$ cat config.mk
export PLATFORM = sky130hd
export DESIGN_NAME = mem_arbiter
export DESIGN_NICKNAME = d
export VERILOG_FILES = /design/src/rtl/mips_mem_pkg.sv /design/src/rtl/rr_arb2.sv /design/src/rtl/mem_arbiter.sv
export SDC_FILE = /design/constraint.sdc
export NUM_CORES = 1
export LEC_CHECK = 0
export ABC_AREA = 1
export ABC_CLOCK_PERIOD_IN_PS = 3300
export CAP_MARGIN = 30
export CORE_ASPECT_RATIO = 0.7
export CORE_MARGIN = 5
export CORE_UTILIZATION = 22
export DETAILED_ROUTE_END_ITERATION = 8
export MAX_ROUTING_LAYER = met4
export PLACE_DENSITY = 0.88
export SLEW_MARGIN = 10
export SYNTH_ARGS = -nofsm -noshare
export SYNTH_HDL_FRONTEND = slang
export SYNTH_SLANG_ARGS = --single-unit
$ cat constraint.sdc
create_clock -name clk -period 3.3 [get_ports clk]
set_clock_uncertainty 0.2 [all_clocks]
set_input_delay 0.825 -clock clk [delete_from_list [all_inputs] [get_ports clk]]
set_output_delay 0.825 -clock clk [all_outputs]
set_load 0.1 [all_outputs]
$ cat src/rtl/mips_mem_pkg.sv
// Shared types and default sizes for the instruction/data memory arbiter.
package mips_mem_pkg;

  localparam int DATA_WIDTH_DEF = 32;
  localparam int ADDR_WIDTH_DEF = 8;

  // Tag recording which port, if any, owns the RAM read data arriving next cycle.
  typedef enum logic [1:0] {
    NONE = 2'd0,
    I    = 2'd1,
    D    = 2'd2
  } resp_t;

  // Port that won the most recent cycle in which both ports were requesting.
  typedef enum logic {
    WINNER_I = 1'b0,
    WINNER_D = 1'b1
  } winner_t;

endpackage

$ cat src/rtl/rr_arb2.sv
// Two-input round-robin arbiter. A lone requester always wins; when both request,
// the one that lost the previous contended cycle wins. Grants are purely combinational.
module rr_arb2
  import mips_mem_pkg::*;
(
  input  logic clk,
  input  logic rst_n,
  input  logic i_reqI,
  input  logic i_reqD,
  output logic o_gntI,
  output logic o_gntD
);

  winner_t r_lastWinner;
  logic    w_contended;
  logic    w_pickI;

  // Choose the winner from the requests and history; grants are held off while in reset.
  always_comb begin
    w_contended = i_reqI & i_reqD;
    w_pickI     = i_reqI & (~i_reqD | (r_lastWinner == WINNER_D));
    o_gntI      = rst_n & w_pickI;
    o_gntD      = rst_n & i_reqD & ~w_pickI;
  end

  // Remember the winner only when both ports competed, so lone requests leave the order alone.
  always_ff @(posedge clk or negedge rst_n) begin
    if (!rst_n) begin
      r_lastWinner <= WINNER_D;
    end else if (w_contended) begin
      r_lastWinner <= w_pickI ? WINNER_I : WINNER_D;
    end
  end

endmodule

$ cat src/rtl/mem_arbiter.sv
// Shares one synchronous single-cycle-latency RAM between an instruction-fetch port
// and a data port. Tracks which port owns the next read data and steers the RAM address.
module mem_arbiter
  import mips_mem_pkg::*;
#(
  parameter int data_width = DATA_WIDTH_DEF,
  parameter int addr_width = ADDR_WIDTH_DEF
) (
  input  logic                  clk,
  input  logic                  rst_n,
  input  logic                  i_req,
  input  logic [addr_width-1:0] i_addr,
  output logic                  i_gnt,
  output logic                  i_rvalid,
  output logic [data_width-1:0] i_rdata,
  input  logic                  d_req,
  input  logic                  d_we,
  input  logic [addr_width-1:0] d_addr,
  input  logic [data_width-1:0] d_wdata,
  output logic                  d_gnt,
  output logic                  d_rvalid,
  output logic [data_width-1:0] d_rdata,
  output logic [addr_width-1:0] ram_read_address,
  output logic [addr_width-1:0] ram_write_address,
  output logic                  ram_write,
  output logic [data_width-1:0] ram_din,
  input  logic [data_width-1:0] ram_dout
);

  logic  w_iGnt;
  logic  w_dGnt;
  resp_t r_resp;
  resp_t w_respNext;

  rr_arb2 u_rrArb (
    .clk    (clk),
    .rst_n  (rst_n),
    .i_reqI (i_req),
    .i_reqD (d_req),
    .o_gntI (w_iGnt),
    .o_gntD (w_dGnt)
  );

  // Steer the winning address to the RAM; only a granted data write may store.
  always_comb begin
    i_gnt             = w_iGnt;
    d_gnt             = w_dGnt;
    ram_read_address  = w_dGnt ? d_addr : i_addr;
    ram_write_address = w_dGnt ? d_addr : i_addr;
    ram_write         = w_dGnt & d_we;
    ram_din           = d_wdata;
  end

  // Decide who owns next cycle's RAM output; writes return nothing.
  always_comb begin
    w_respNext = NONE;
    if (w_iGnt) begin
      w_respNext = I;
    end else if (w_dGnt && !d_we) begin
      w_respNext = D;
    end
  end

  // Response tag register; reset discards any read still in flight.
  always_ff @(posedge clk or negedge rst_n) begin
    if (!rst_n) begin
      r_resp <= NONE;
    end else begin
      r_resp <= w_respNext;
    end
  end

  // Both ports see the raw RAM output, qualified by their own valid.
  always_comb begin
    i_rvalid = (r_resp == I);
    d_rvalid = (r_resp == D);
    i_rdata  = ram_dout;
    d_rdata  = ram_dout;
  end

endmodule

; ---- Yosys cells after proc, flatten, opt, wreduce, memory -nomap -nowiden
; Cells that the tools add are included.
[op_classes]
eq_ne = 2
n_reduce_logical = 2
mux = 4
bitwise_logic = 9
[op_table]
columns = operator, n
row1 = 2-to-1 mux 8 bit, 1
row2 = AND 1 bit, 6
row3 = 2-to-1 mux 2 bit, 2
row4 = equality test 2 x 1 -> 1 bit (second input constant), 1
row5 = equality test 2 bit (second input constant), 1
row6 = inverter 1 bit, 2
row7 = logical AND 1 bit, 1
row8 = logical NOT 1 bit, 1
row9 = 2-to-1 mux 1 bit, 1
row10 = bitwise OR 1 bit, 1
[totals]
output_inout_bits = 117
ff_bits = 3

; ---- Depth between registers and ports, before layout
[depth]
depth_word = 8
ltp_mapped = 8
mapped_depth_nobuf = 6

; ---- Modules after synthesis
; From an unflattened synthesis, not the netlist that was laid out.
[hier_totals]
cells_unflattened = 153
hier_area_um2 = 1053.5
[by_module_without_submodules]
columns = module, seq_area_each_um2, area_per_inst_um2, cells_each, n_inst
row1 = mem_arbiter, 50.0, 974.7, 141, 1
row2 = rr_arb2, 26.3, 78.8, 12, 1

; ---- Worst setup path before layout
; Ideal clock, no wire load.
[synth_timing]
kind = in2out
startpoint = input d_req
endpoint = output i_gnt
arrival_time_ns = 2.357
stages = 4
slack_ns = -0.082
cell_sequence = nand2_1 nand2_2 buf_6 nor2_1
[synth_via]
elab_chain_cells = 4
[synth_lines]
columns = element, line_no
row1 = from (decl), mem_arbiter.sv:16  ; input logic d_req,
row2 = inverter 1 bit, rr_arb2.sv:21  ; w_pickI = i_reqI & (~i_reqD | (r_lastWinner == WINNER_D));
row3 = bitwise OR 1 bit, rr_arb2.sv:21
row4 = AND 1 bit, rr_arb2.sv:21
row5 = AND 1 bit, rr_arb2.sv:22  ; o_gntI = rst_n & w_pickI;
row6 = to (decl), mem_arbiter.sv:13  ; output logic i_gnt,
; Every way passes these cells.

; ---- Final worst setup path
[layout_timing]
startpoint = input d_req
endpoint = output ram_write_address[7]
[layout_via]
elab_chain_cells = 6
elab_cells_between_ends = 7
cone_classes = mux (1) / bitwise (6)
[layout_lines]
columns = element, line_no
row1 = inverter 1 bit, rr_arb2.sv:21
row2 = bitwise OR 1 bit, rr_arb2.sv:21
row3 = AND 1 bit, rr_arb2.sv:21
row4 = inverter 1 bit, rr_arb2.sv:23  ; o_gntD = rst_n & i_reqD & ~w_pickI;
row5 = AND 1 bit (*), rr_arb2.sv:23
row6 = 2-to-1 mux 8 bit (*), mem_arbiter.sv:49  ; ram_write_address = w_dGnt ? d_addr : i_addr;
row7 = to (decl), mem_arbiter.sv:24  ; output logic [addr_width-1:0] ram_write_address,
; Mark *: on every way between the ends. The rest lies on a longest branch, timed or not.

==> impl_metrics.yaml <==
floorplanning:
  dieArea_um2: 6410
  initial_core_util_pct: 22.6
  io_pins: 202
  rows: 21
  die_y_um: 68.5
  die_width_um: 93.5
  coreArea_um2: 4760
logic_synthesis:
  ys_top_cells_by_area: "buf_4, nand2_1, dfrtp_1, nand3_1, dfstp_2"
  syn_inst: 153
  synth_simple_gate_area_share_pct: 15.3
  synth_xor_area_share_pct: 0
  synth_fp_nets: 238
  netlist-cell-type-count: 11
  avgSynthCellArea_um2: 7.02
  post-synth-top-area-cell: "buf_4"
  ys_warn_count: 0
  ys_ff_latch: 3
  synthAdderAreaFrac_pct: 0
  synth-compound-area-share_pct: 0
  synth_mux_area_share_pct: 0
  netlist.area_leader.share_pct: 72.6
  synthesis.area_um2: 1070
  seq_area_frac_synth_pct: 7.10
  synth_top_family_by_area: "buffers and inverters"
sta:
  slew_viol_final: 0
  tightest_slew_ps: 279
  fmax_mhz: 318
  setup-tns-final_ps: 0
  fin_crit_ps: 3150
  maxSlewHeadroom_pct: 81.6
  layout_setup_ws_ps: 152
  grt_setup_unrepaired: "false"
  min_period_over_period_pct: 95.4
  fin_hold_ws_ps: 291
  finalSetupViolCount: 0
  final_hold_viol_count: 0
worst_setup_path:
  crit_fanout: 6
  required_ps: 2270
  end_kind: "output pin"
  critPathArrivalTime_ps: 2120
  cp_slowest_cell: "clkdlybuf4s50_1"
  critPathTopFamily: "buffers and inverters"
  critPathMaxStageDelay_ps: 500
  cp_num_buf_inv: 3
  startpoint_type: "input port"
  path_cells: "clkdlybuf4s50_1 > nand2_1 > nand2_2 > buf_4 > nand3_1 > nand2_1 > buf_12"
  worstSetupPathType: "in2out"
  cpMostUsedCell: "nand2_1"
global_routing:
  grt_pass1_vias: 525
  track_usage_pct: 6.47
  grt_antenna_before_repair: 0
  grt_pass1_wl_mm: 2.91
  gr-total-overflow: 0
  grt_max_degree: 12
clock_tree:
  h-tree-depth: 1
  hold_buffers: 0
  clk_latency_ps: 220
  cts_tree: "built"
  numCtsBuffers: 3
  clkSinkCount: 3
  clkTransAtPathRegs_ps: 30
  cts.path.max_buffers: 2
  clockRootBuffer: "clkbuf_8"
placed_design:
  place_inst: 161
  postPlaceCellArea_um2: 1020
  dpl.hpwl_mm: 1.85
  port_buffers: 41
  dp_slack_ps: 66.4
  globalplace.congestion: 0.689
power_and_ir_drop:
  power.total_mw: 0.450
  peakVddDrop_mv: 0.128
  power.density_nw_per_um2: 422
  leakage_nw: 0.483
finish:
  design_area_um2: 1070
  antenna_cells: 0
  post-route-util_pct: 22.4
  final_cells: 165
  syn2layout_area_growth_pct: -0.815
  drive_gt1_share_pct: 45.8
  fin_nets: 182
detailed_routing:
  drt-total-wl_mm: 2.31
  routedWlPerCell_um: 14.0
  drc: 0
  via_per_inst: 3.35
  firstDrtPassIters: 3
  final_antenna_net_count: 0
  vias: 553
  drtIter0Drc: 10
flow_run:
  drv_cap: 0
outcome:
  status: "finished clean"
min_path:
  hold_path.class: "reg2reg"
[tightest hold or removal path: stages (launching register included)]
cell	delay [ps]
dfstp_2	360
nor2_1	70
nor2_1	50
[synth_stat cells]
master    instances
inv_1             6
clkinv_4          1
nand2_1          16
nand2_2           4
nand3_1           8
nor2_1            7
dfrtp_1           2
buf_6             2
buf_4           104
dfstp_2           1
nor2_2            2
[where the power goes]
group	switching [mW]	internal, mW
sequential	0.00158	0.0414
clock	0.0246	0.0824
combinational	0.193	0.106
total	0.219	0.230
[final cells by class]
| cell class | instances | area, um2 |
|---|---|---|
| Fill cell | 508 | 3690 |
| Timing Repair Buffer | 45 | 638 |
| Multi-Input combinational cell | 37 | 189 |
| Tap cell | 69 | 86.3 |
| Sequential cell | 3 | 76.3 |
| Clock buffer | 4 | 45.0 |
| Inverter | 7 | 31.3 |
[timing repair]
item	in CTS	in global routing
endpoints found under the setup margin	0	2
gates resized for setup	0	1
buffers inserted	0	0
[worst paths after layout]
path | depth (start not counted) | slack (ps) | to | start
worst max-delay path | 7 | 150 | ram_write_address[7] | d_req
worst min-delay path | 2 | 290 | u_rrArb.r_lastWinner$_DFFE_PN1P_ | u_rrArb.r_lastWinner$_DFFE_PN1P_
worst max register to register | 5 | 1990 | r_resp[0]$_DFF_PN0_ | u_rrArb.r_lastWinner$_DFFE_PN1P_
worst min register to register | 2 | 290 | u_rrArb.r_lastWinner$_DFFE_PN1P_ | u_rrArb.r_lastWinner$_DFFE_PN1P_
max in group asynchronous | 2 | 1960 | u_rrArb.r_lastWinner$_DFFE_PN1P_ | rst_n
min in group asynchronous | 2 | 760 | r_resp[1]$_DFF_PN0_ | rst_n
[routing by layer]
| layer | global-route usage [%] | part of all wire (%) | vias to the layer above |
|---|---|---|---|
| met3 | 8.35 | 23 | 2 |
| met4 | 2.34 | 0.61 | 0 |
| li1 | - | - | 242 |
| met2 | 6.95 | 42 | 82 |
| met1 | 6.50 | 35 | 227 |
| met5 | - | 0 | - |
[cells in the final DEF (no fill, tap or decap)]
| cell | count |
|---|---|
| nand2_2 | 10 |
| inv_1 | 6 |
| dfrtp_1 | 2 |
| nand2_1 | 9 |
| clkbuf_8 | 3 |
| buf_4 | 5 |
| nand3_1 | 8 |
| clkdlybuf4s50_1 | 20 |
| nor2_2 | 3 |
| buf_12 | 20 |
| clkbuf_1 | 1 |
| nor2_1 | 6 |
| clkinv_4 | 1 |
| nand2_4 | 1 |
| dfstp_2 | 1 |
[registers in the layout (all words and copies together) (netlist names)]
register and flops:
r_resp 2, u_rrArb.r_lastWinner 1
[cells by family (layout without fill, tap and decap cells)]
kind of cell,Yosys count,after routing
buffers and inverters,113,56
flip-flops,3,3
AND/OR/NAND/NOR,37,37
Note: power is estimated with default switching activity, not from simulation.
